[src/rtl/inst_mem_arbiter_pkg.sv]
// Shared encodings and widths for the instruction-memory boot sequencer/arbiter.
package inst_mem_arbiter_pkg;

  localparam int INST_ADDR_BUS    = 32;
  localparam int INST_BUS         = 32;
  localparam int DEF_STARVE_LIMIT = 4;

  typedef enum logic {
    BOOT = 1'b0,
    RUN  = 1'b1
  } mode_e;

endpackage

[src/rtl/inst_mem_arbiter_starve_cnt.sv]
// Saturating count of consecutive CPU grants taken while the loader waits.
module arb_starve_cnt #(
  parameter int LIMIT = 4
) (
  input  logic clk,
  input  logic rst_n,
  input  logic i_inc,
  input  logic i_clr,
  output logic o_sat
);

  localparam int CW = $clog2(LIMIT + 1);

  logic [CW-1:0] r_cnt;

  assign o_sat = (r_cnt == CW'(LIMIT));

  // NOTE: sequential state uses non-blocking assignments so every flop samples pre-edge values.
  always_ff @(posedge clk or negedge rst_n) begin
    if (!rst_n) begin
      r_cnt <= '0;
    end else if (i_clr) begin
      r_cnt <= '0;
    end else if (i_inc && !o_sat) begin
      r_cnt <= r_cnt + 1'b1;
    end
  end

endmodule

[src/rtl/inst_mem_arbiter.sv]
// Holds the CPU in reset while the loader fills instruction memory, then arbitrates
// the single memory port between fetch (priority) and loader (starvation-bounded).
module inst_mem_arbiter
  import inst_mem_arbiter_pkg::*;
#(
  parameter int DEPTH_LOG2   = 10,
  parameter int STARVE_LIMIT = DEF_STARVE_LIMIT
) (
  input  logic                     clk,
  input  logic                     rst,
  input  logic                     cpu_ce_i,
  input  logic [INST_ADDR_BUS-1:0] cpu_addr_i,
  output logic [INST_BUS-1:0]      cpu_inst_o,
  output logic                     cpu_stall_o,
  output logic                     cpu_rst_o,
  input  logic                     ldr_req_i,
  input  logic                     ldr_we_i,
  input  logic [DEPTH_LOG2-1:0]    ldr_addr_i,
  input  logic [INST_BUS-1:0]      ldr_wdata_i,
  input  logic                     ldr_done_i,
  output logic                     ldr_ack_o,
  output logic [INST_BUS-1:0]      ldr_rdata_o,
  output logic                     mem_ce_o,
  output logic                     mem_we_o,
  output logic [DEPTH_LOG2-1:0]    mem_addr_o,
  output logic [INST_BUS-1:0]      mem_wdata_o,
  input  logic [INST_BUS-1:0]      mem_rdata_i
);

  mode_e               r_mode;
  logic                r_done_seen;
  logic                r_ldr_pend;
  logic                r_cpu_rd;
  logic [INST_BUS-1:0] r_hold;

  logic w_ldr_elig;
  logic w_gnt_cpu;
  logic w_gnt_ldr;
  logic w_sat;
  logic w_unused_addr;

  assign w_unused_addr = ^{cpu_addr_i[INST_ADDR_BUS-1:DEPTH_LOG2+2], cpu_addr_i[1:0]};
  assign w_ldr_elig    = ldr_req_i && !r_ldr_pend;

  // NOTE: every combinational output gets a default first so no path can infer a latch.
  always_comb begin
    w_gnt_cpu = 1'b0;
    w_gnt_ldr = 1'b0;
    if (r_mode == BOOT) begin
      w_gnt_ldr = w_ldr_elig;
    end else if (cpu_ce_i && !w_sat) begin
      w_gnt_cpu = 1'b1;
    end else if (w_ldr_elig) begin
      w_gnt_ldr = 1'b1;
    end else begin
      w_gnt_cpu = cpu_ce_i;
    end
  end

  always_comb begin
    mem_ce_o    = w_gnt_cpu || w_gnt_ldr;
    mem_we_o    = 1'b0;
    mem_addr_o  = '0;
    mem_wdata_o = '0;
    if (w_gnt_cpu) begin
      mem_addr_o = cpu_addr_i[DEPTH_LOG2+1:2];
    end else if (w_gnt_ldr) begin
      mem_we_o    = ldr_we_i;
      mem_addr_o  = ldr_addr_i;
      mem_wdata_o = ldr_wdata_i;
    end
  end

  arb_starve_cnt #(
    .LIMIT (STARVE_LIMIT)
  ) u_starve_cnt (
    .clk   (clk),
    .rst_n (rst),
    .i_inc (w_gnt_cpu && w_ldr_elig),
    .i_clr (w_gnt_ldr || !w_ldr_elig),
    .o_sat (w_sat)
  );

  // A done pulse that lands on a loader grant is remembered until that access acks.
  always_ff @(posedge clk or negedge rst) begin
    if (!rst) begin
      r_mode      <= BOOT;
      r_done_seen <= 1'b0;
    end else if (r_mode == BOOT) begin
      if ((ldr_done_i || r_done_seen) && !w_gnt_ldr) begin
        r_mode      <= RUN;
        r_done_seen <= 1'b0;
      end else if (ldr_done_i) begin
        r_done_seen <= 1'b1;
      end
    end
  end

  always_ff @(posedge clk or negedge rst) begin
    if (!rst) begin
      r_ldr_pend <= 1'b0;
      r_cpu_rd   <= 1'b0;
      r_hold     <= '0;
    end else begin
      r_ldr_pend <= w_gnt_ldr;
      r_cpu_rd   <= w_gnt_cpu;
      if (r_cpu_rd) begin
        r_hold <= mem_rdata_i;
      end
    end
  end

  assign cpu_rst_o   = (r_mode == BOOT);
  assign cpu_stall_o = (r_mode == BOOT) || (cpu_ce_i && !w_gnt_cpu);
  assign cpu_inst_o  = r_cpu_rd ? mem_rdata_i : r_hold;
  assign ldr_ack_o   = r_ldr_pend;
  assign ldr_rdata_o = r_ldr_pend ? mem_rdata_i : '0;

endmodule

[config.mk]
export PLATFORM = sky130hd
export DESIGN_NAME = inst_mem_arbiter
export DESIGN_NICKNAME = d
export VERILOG_FILES = /design/src/rtl/inst_mem_arbiter_pkg.sv /design/src/rtl/inst_mem_arbiter_starve_cnt.sv /design/src/rtl/inst_mem_arbiter.sv
export SDC_FILE = /design/constraint.sdc
export NUM_CORES = 1
export LEC_CHECK = 0
export CAP_MARGIN = 20
export CORE_MARGIN = 4
export CORE_UTILIZATION = 23
export CTS_BUF_LIST = sky130_fd_sc_hd__clkbuf_8
export DETAILED_ROUTE_END_ITERATION = 8
export GPL_ROUTABILITY_DRIVEN = 0
export PLACE_DENSITY_LB_ADDON = 0.1
export SYNTH_ARGS = -nofsm -noshare
export SYNTH_HDL_FRONTEND = slang
export SYNTH_SLANG_ARGS = --single-unit
[constraint.sdc]
create_clock -name clk -period 4.8 [get_ports clk]
set_clock_uncertainty 0.05 [all_clocks]
set_input_delay 0.96 -clock clk [delete_from_list [all_inputs] [get_ports clk]]
set_output_delay 0.96 -clock clk [all_outputs]
set_load 0.01 [all_outputs]
# Word-level counts from Yosys, hierarchy flattened
# Cells that the tools add are included.
# op_classes
addsub,1
eq_ne,1
mux,20
bitwise_logic,1
n_reduce_logical,18
# op_table
operator,n
32-bit 2-to-1 mux,4
10-bit 2-to-1 mux,2
1-bit 2-to-1 mux,12
1-bit logical AND,6
3-bit 2-to-1 mux,2
1-bit logical NOT,5
1-bit logical OR,4
2-bit nonzero test,2
3-bit by 1-bit adder with 3-bit output (second input constant),1
3-bit equality test (second input constant),1
2-bit AND reduction,1
1-bit NOT,1
# word_totals
register_bits,39
input_bits,112
out_inout_bits,111
elab_cells,47

# Depth between registers and ports, before layout
# Gate-level depths: netlist of run 1.
# logic_depth
depth_word,9
mapped_depth,6

# Cells and area by module
# Synthesis of run 1 repeated with hierarchy kept, for this count alone.
# unflattened
cells_unflattened,218
area_unflattened_um2,2487.4
# modules_own_cells
mod,instances,cells_each,area_per_inst_um2,seq_area_each_um2
inst_mem_arbiter,1,200,2294.7,900.9
arb_starve_cnt,1,18,192.7,75.1

# Worst setup path after synthesis of run 1
# Ideal clock, no wire load.
# synth_path
path_kind,input port to output port
from,in ldr_req_i
to,out mem_addr_o[4]
arrival_time_ns,1.627
path_slack_ns,2.163
cell_stages,4
cell_sequence,nand2b_4 > a31oi_4 > buf_6 > a22o_1
# synth_between
elab_chain_len,6
word_cells_on_any_way,9
classes_between,mux: 8; reduce/logical: 1
# synth_rtl
element,line_no,text
from (decl),inst_mem_arbiter.sv:16,"input logic ldr_req_i,"
1-bit logical AND (*),inst_mem_arbiter.sv:43,assign w_ldr_elig = ldr_req_i && !r_ldr_pend;
1-bit 2-to-1 mux,inst_mem_arbiter.sv:53,end else if (w_ldr_elig) begin
1-bit 2-to-1 mux,inst_mem_arbiter.sv:51,end else if (cpu_ce_i && !w_sat) begin
1-bit 2-to-1 mux,inst_mem_arbiter.sv:49,if (r_mode == BOOT) begin
10-bit 2-to-1 mux,inst_mem_arbiter.sv:67,end else if (w_gnt_ldr) begin
10-bit 2-to-1 mux (*),inst_mem_arbiter.sv:65,if (w_gnt_cpu) begin
to (decl),inst_mem_arbiter.sv:25,"output logic [DEPTH_LOG2-1:0] mem_addr_o,"
# Every way passes the cells marked *; elsewhere a longest branch is shown, timed or not.

# Worst setup path after layout of run 1
# layout_path
from,in ldr_req_i
to,out mem_addr_o[2]
# Same word-level chain as after synthesis.

==> results of run 1 <==
-- per-stage QoR --
step                        util  cells  setup WS, ns
final                     0.4840    488        0.7524
after global routing      0.4840    488        0.6459
after CTS                 0.4840    488        0.7292
after detailed placement  0.4726    480        0.7227
after global placement    0.4726    480        0.7560
after floorplan                -    182         2.163
-- layer usage --
metal  vias to the layer above  share of wire  track usage
met5                         -              0            0
met4                         0         0.0017      0.01494
met3                         2          0.079      0.03857
met2                        72           0.53       0.2181
met1                       925           0.39       0.1566
li1                        995              -            -
-- final cells by class --
cell class / instances / area (sq um)
clock buffer: 7 / 96.34
clock inverter: 1 / 3.754
fill: 831 / 4522
inverter: 4 / 15.01
multi-input combinational: 127 / 1003
sequential: 39 / 975.9
tap: 108 / 135.1
timing repair buffer: 202 / 2012
-- critical path, stage by stage --
cell and delay [ns]:
clkdlybuf4s50_1 0.46, and4b_1 0.25, nor2_1 0.56, a22o_1 0.25, clkdlybuf4s50_1 0.56
-- cells in the final DEF, fill, tap and decap left out --
cell type / netlist / layout
ha_1: 2 / 2
a21oi_1: 2 / 2
nand2_1: 5 / 5
nor2_1: 2 / 2
inv_1: 4 / 5
clkdlybuf4s50_1: 0 / 199
nand3_1: 1 / 1
and2_1: 58 / 58
o21ai_0: 1 / 1
and4b_1: 1 / 1
mux2_2: 30 / 30
a31oi_4: 1 / 1
nor3_1: 3 / 3
xnor2_1: 1 / 1
buf_4: 1 / 2
nand2b_4: 1 / 1
and2_2: 7 / 7
clkbuf_8: 0 / 7
dfrtp_1: 39 / 39
mux2_1: 2 / 2
buf_2: 3 / 1
a22o_1: 10 / 10
-- worst min-delay path by stage --
stage,startpoint,to,slack [ns],depth (start not counted)
floorplan,u_starve_cnt.r_cnt[0],u_starve_cnt.r_cnt[0],0.39,1
global placement,r_hold[5],r_hold[5],0.41,1
detailed placement,r_hold[4],r_hold[4],0.42,1
CTS,u_starve_cnt.r_cnt[0],u_starve_cnt.r_cnt[0],0.44,1
global route,r_hold[4],r_hold[4],0.45,1
finish,u_starve_cnt.r_cnt[0],u_starve_cnt.r_cnt[0],0.43,1
-- power breakdown --
group | switching, W | leakage [nW] | internal (W)
registers | 0.0000125 | 0.463 | 0.000356
clock network | 0.000108 | 0.0557 | 0.000129
logic | 0.000103 | 1.19 | 0.000196
total | 0.000224 | 1.71 | 0.000681
-- kinds of logic (layout without fill, tap and decap cells) --
| logic type | Yosys count | after routing | synth area share |
|---|---|---|---|
| flip-flops | 39 | 39 | 0.4699 |
| AO/OA/AOI/OAI | 14 | 14 | 0.05963 |
| AND/OR/NAND/NOR | 78 | 78 | 0.2337 |
| multiplexers | 32 | 32 | 0.1735 |
| XOR/XNOR | 1 | 1 | 0.004218 |
| adder cells (fa/ha/maj) | 2 | 2 | 0.01205 |
| buffers and inverters | 16 | 214 | 0.04698 |
-- sequential cells by signal (all words and copies together) (netlist names) --
signal,cells
r_mode,1
ldr_ack_o,1
r_done_seen,1
r_cpu_rd,1
r_hold,32
u_starve_cnt.r_cnt,3
==> out/metrics.cfg, run 1 <==
[clock_tree]
clk_pin_slew_ns = 0.07
post-cts-setup-buffers = 0
cts_buffers = 5
clock_tree.buffer_depth = 2
clkLatencyLatePin_ns = 0.28
clock_sinks = 39
tritoncts = done
hold_buffers = 0
clock-root-buffer = clkbuf_8
cts_resized = 0
htree_levels = 2

[synth]
synth_top_area_cell = dfrtp_1
async_flop_share = 1.000
synth_seq_area_share = 0.4699
yosysMostFrequentCell = and2_1
synth_top_area_share = 0.4699
ys_top_cells_by_count = and2_1, dfrtp_1, mux2_2
synth-edff-count = 0
synth_area_leaders = dfrtp_1, and2_1, mux2_2
synthCells = 182
ys_warn_count = 0
syn-num-nets = 296
postSynthAreaPerCell_sq_um = 11.41
ys_types = 22
yosys_most_used_dff = dfrtp_1
synth_seq_cells = 39
syn-cell-area_sq_um = 2077

[power]
totalPowerFinal_w = 0.0009050
powerDensity_nw_per_um2 = 213.4
p_leak_nw = 1.711
ir_drop_mv = 0.1333

[die]
dieArea_sq_um = 10620
die_h_um = 103.0
io_pins = 223
die_w_um = 103.0
core_area_sq_um = 8763
start_util = 0.2370
rows = 34

[detailed_routing]
routed_wl_um = 7202
drtIter0Drc = 25
vias = 1994
ant_nets = 0
viasPerCell = 4.086
drc = 0
wl_per_cell_um = 14.76
firstDrtPassIters = 4

[timing]
rsz0062_at_grt = no
fmax_ghz = 0.2471
finalSetupViolations = 0
final.setup.tns_ns = 0
hold_violations = 0
worst_pin_slew_ns = 0.8814
maxSlewViolCount = 0
period_needed_ns = 4.048
fin_crit_sh = 0.8433
whs_ns = 0.4334
relSlewSlack = 0.4124

[worst_setup_path]
r2r_end = r_cpu_rd
crit_fanout = 11
crit_end = mem_addr_o[2]
endpoint_kind = output pin
reg2reg_from = ldr_ack_o
crit_start = ldr_req_i
r2r_slack_ns = 2.81
required_ns = 3.79
cp-start-kind = input pin
criticalPathCategory = in2out
rr_worst_depth = 2
cp.arrival_ns = 3.04

[final_layout]
nNetsFinal = 493
layout-drive-gt1-share = 0.1289
areaGrowthSynthToFinish_pct = 104.2
fin_area_sq_um = 4242
diodes = 0

[placement]
dp_hpwl_um = 5835
placed_area_sq_um = 4141
portBuffers = 200

[worst_hold_path]
min_path_type = reg2reg

[outcome]
status = completed

[run]
drv_cap = 0

[grt]
grt_max_degree = 40
antenna_found_initial = 0
overflow = 0
grt_usage = 0.1250
grt_pass1_vias = 2033
grt_pass1_wl_um = 10470

(Power assumes the default switching activity.)
==> run 2, diff against run 1 <==
==> constraint.sdc (replaced) <==
create_clock -name clk -period 4.2 [get_ports clk]
set_clock_uncertainty 0.05 [all_clocks]
set_input_delay 0.84 -clock clk [delete_from_list [all_inputs] [get_ports clk]]
set_output_delay 0.84 -clock clk [all_outputs]
set_load 0.01 [all_outputs]
==> run 2 against run 1 <==
- flip-flop and latch count unchanged
- non-clock buffer count up 1
- critical path type unchanged
- combinational power increased by 16%
- utilization is 0.29 points higher
- sequential share of layout area down 0.13 points
==> out/metrics.cfg, run 2 (same netlist as run 1, synthesis figures left out) <==
[outcome]
status = completed  ; unchanged

[final_layout]
diodes = 0  ; unchanged
post-route-util = 0.4869  ; was 0.4840
nNetsFinal = 494  ; was 493
areaGrowthSynthToFinish_pct = 105.4  ; was 104.2%
fillerInstances = 843  ; was 831
final_cell_mix = clkdlybuf4s50_1, and2_1, dfrtp_1  ; unchanged
layout-drive-gt1-share = 0.1339  ; was 0.1289
final_common_cell = clkdlybuf4s50_1  ; unchanged
largest_reg_flops = 32  ; unchanged
top_register = r_hold  ; unchanged
reg.largest.list = r_hold (32), u_starve_cnt.r_cnt (3)  ; unchanged

[timing]
worst_pin_slew_ns = 0.8788  ; was 0.8814 ns
period_needed_ns = 3.805
fin_ws_ns = 0.3951  ; was 0.7524 ns
relSlewSlack = 0.4142  ; was 0.4124
finalSetupViolations = 0  ; unchanged
hold_violations = 0  ; unchanged
fmax_ghz = 0.2628
fin_crit_sh = 0.9059
rsz0062_at_grt = no  ; unchanged
maxSlewViolCount = 0  ; unchanged
whs_ns = 0.4340  ; was 0.4334 ns
final.setup.tns_ns = 0  ; unchanged

[power]
powerDensity_nw_per_um2 = 254.2  ; was 213.4 nW/um^2
totalPowerFinal_w = 0.001085  ; was 0.0009050 W
combPwrFrac = 0.320  ; was 0.331
ir_drop_mv = 0.1283  ; was 0.1333 mV
power_frac_seq = 0.384  ; was 0.407
sw_frac_of_total = 0.2404  ; was 0.2473
switching_power_w = 0.0002607  ; was 0.0002238 W
clkPwrFrac = 0.296  ; was 0.262
p_leak_nw = 1.722  ; was 1.711 nW
intPower_w = 0.0008238  ; was 0.0006812 W

[detailed_routing]
ant_nets = 0  ; unchanged
viasPerCell = 4.115  ; was 4.086
vias = 2012  ; was 1994
wl_per_cell_um = 14.68  ; was 14.76 um
firstDrtPassIters = 4  ; unchanged
routed_wl_um = 7179  ; was 7202 um
drtIter0Drc = 25  ; unchanged
drc = 0  ; unchanged

[grt]
grt_pass1_vias = 2072  ; was 2033
overflow = 0  ; unchanged
antenna_found_initial = 0  ; unchanged
grt_pass1_wl_um = 10580  ; was 10470 um
grt_max_degree = 46  ; was 40
grt_usage = 0.1250  ; about the same

[worst_setup_path]
required_ns = 3.31  ; was 3.79 ns
cp-start-kind = input pin  ; unchanged
criticalPathCategory = in2out  ; unchanged
endpoint_kind = output pin  ; unchanged
cp.arrival_ns = 2.91  ; was 3.04 ns
crit_fanout = 11  ; unchanged

[clock_tree]
post-cts-setup-buffers = 0  ; unchanged
htree_levels = 2  ; unchanged
hold_buffers = 0  ; unchanged
clock_tree.buffer_depth = 2  ; unchanged
clkLatencyLatePin_ns = 0.28  ; about the same
clk_pin_slew_ns = 0.07  ; about the same
tritoncts = done  ; unchanged
clock_sinks = 39  ; unchanged
cts_buffers = 5  ; unchanged
cts_resized = 0  ; unchanged
clock-root-buffer = clkbuf_8  ; unchanged

[run]
drv_cap = 0  ; unchanged

[die]
start_util = 0.2370  ; unchanged
die_w_um = 103.0  ; unchanged
dieArea_sq_um = 10620  ; unchanged
die_h_um = 103.0  ; unchanged
core_area_sq_um = 8763  ; unchanged
rows = 34  ; unchanged
io_pins = 223  ; unchanged

[placement]
dp_hpwl_um = 5873  ; was 5835 um
portBuffers = 200  ; unchanged
pre_cts_ws_ns = 0.3584  ; was 0.7227 ns

[worst_hold_path]
min_path_type = reg2reg  ; unchanged

## run 2: changes by cell type in the layout (fill, tap and decap cells not counted), sizes merged
cell	previous run	this run
inv	5	4
clkinv	0	1
bufinv	0	1
clkbuf	7	6
buf	3	4
## run 2: power by group through the flow
stage	clock, W	combinational (W)	sequential [W]
2_1_floorplan	0	0.000124	0.000421
3_5_place_dp	0	0.000354	0.000424
5_1_grt	0.000352	0.000374	0.000420
6_report	0.000321	0.000347	0.000416
3_3_place_gp	0	0.000353	0.000423
4_1_cts	0.000339	0.000355	0.000417
## run 2: cell type report
class | instances | area [sq um] | share of cell area
clock buffer | 6 | 82.58 | 0.01935
clock inverter | 2 | 35.03 | 0.008211
inverter | 4 | 15.01 | 0.003519
multi-input combinational | 127 | 1003 | 0.2352
sequential | 39 | 975.9 | 0.2287
tap | 108 | 135.1 | 0.03167
timing repair buffer | 203 | 2019 | 0.4733
## run 2: final timing paths
| path | slack, ns | end | cells past startpoint | startpoint |
|---|---|---|---|---|
| worst min-delay path | 0.43 | u_starve_cnt.r_cnt[0] | 1 | u_starve_cnt.r_cnt[0] |
| min in group asynchronous | 0.62 | r_hold[30] | 1 | rst |
| worst max-delay path | 0.40 | mem_addr_o[1] | 5 | ldr_req_i |
| max in group asynchronous | 2.92 | u_starve_cnt.r_cnt[1] | 1 | rst |
| worst max register to register | 2.40 | r_mode | 5 | ldr_ack_o |
| worst min register to register | 0.43 | u_starve_cnt.r_cnt[0] | 1 | u_starve_cnt.r_cnt[0] |
## run 2: per-stage QoR
stage,std cells,instance area [sq um]
final,489,4267
after global routing,489,4267
after CTS,489,4267
after detailed placement,481,4149
after global placement,481,4149
after floorplan,182,2077
## run 2: routing by layer
| metal | GRT usage | up-vias | share of wire |
|---|---|---|---|
| li1 | - | 996 | - |
| met1 | 0.1519 | 945 | 0.38 |
| met2 | 0.2245 | 71 | 0.53 |
| met3 | 0.04127 | 0 | 0.084 |
| met4 | 0.008964 | 0 | 0 |
| met5 | 0 | - | 0 |
## run 2: critical path: stages
cell and delay (ns):
clkdlybuf4s50_1 0.46, and4b_1 0.24, nor2_1 0.56, a22o_1 0.26, clkdlybuf4s50_1 0.55
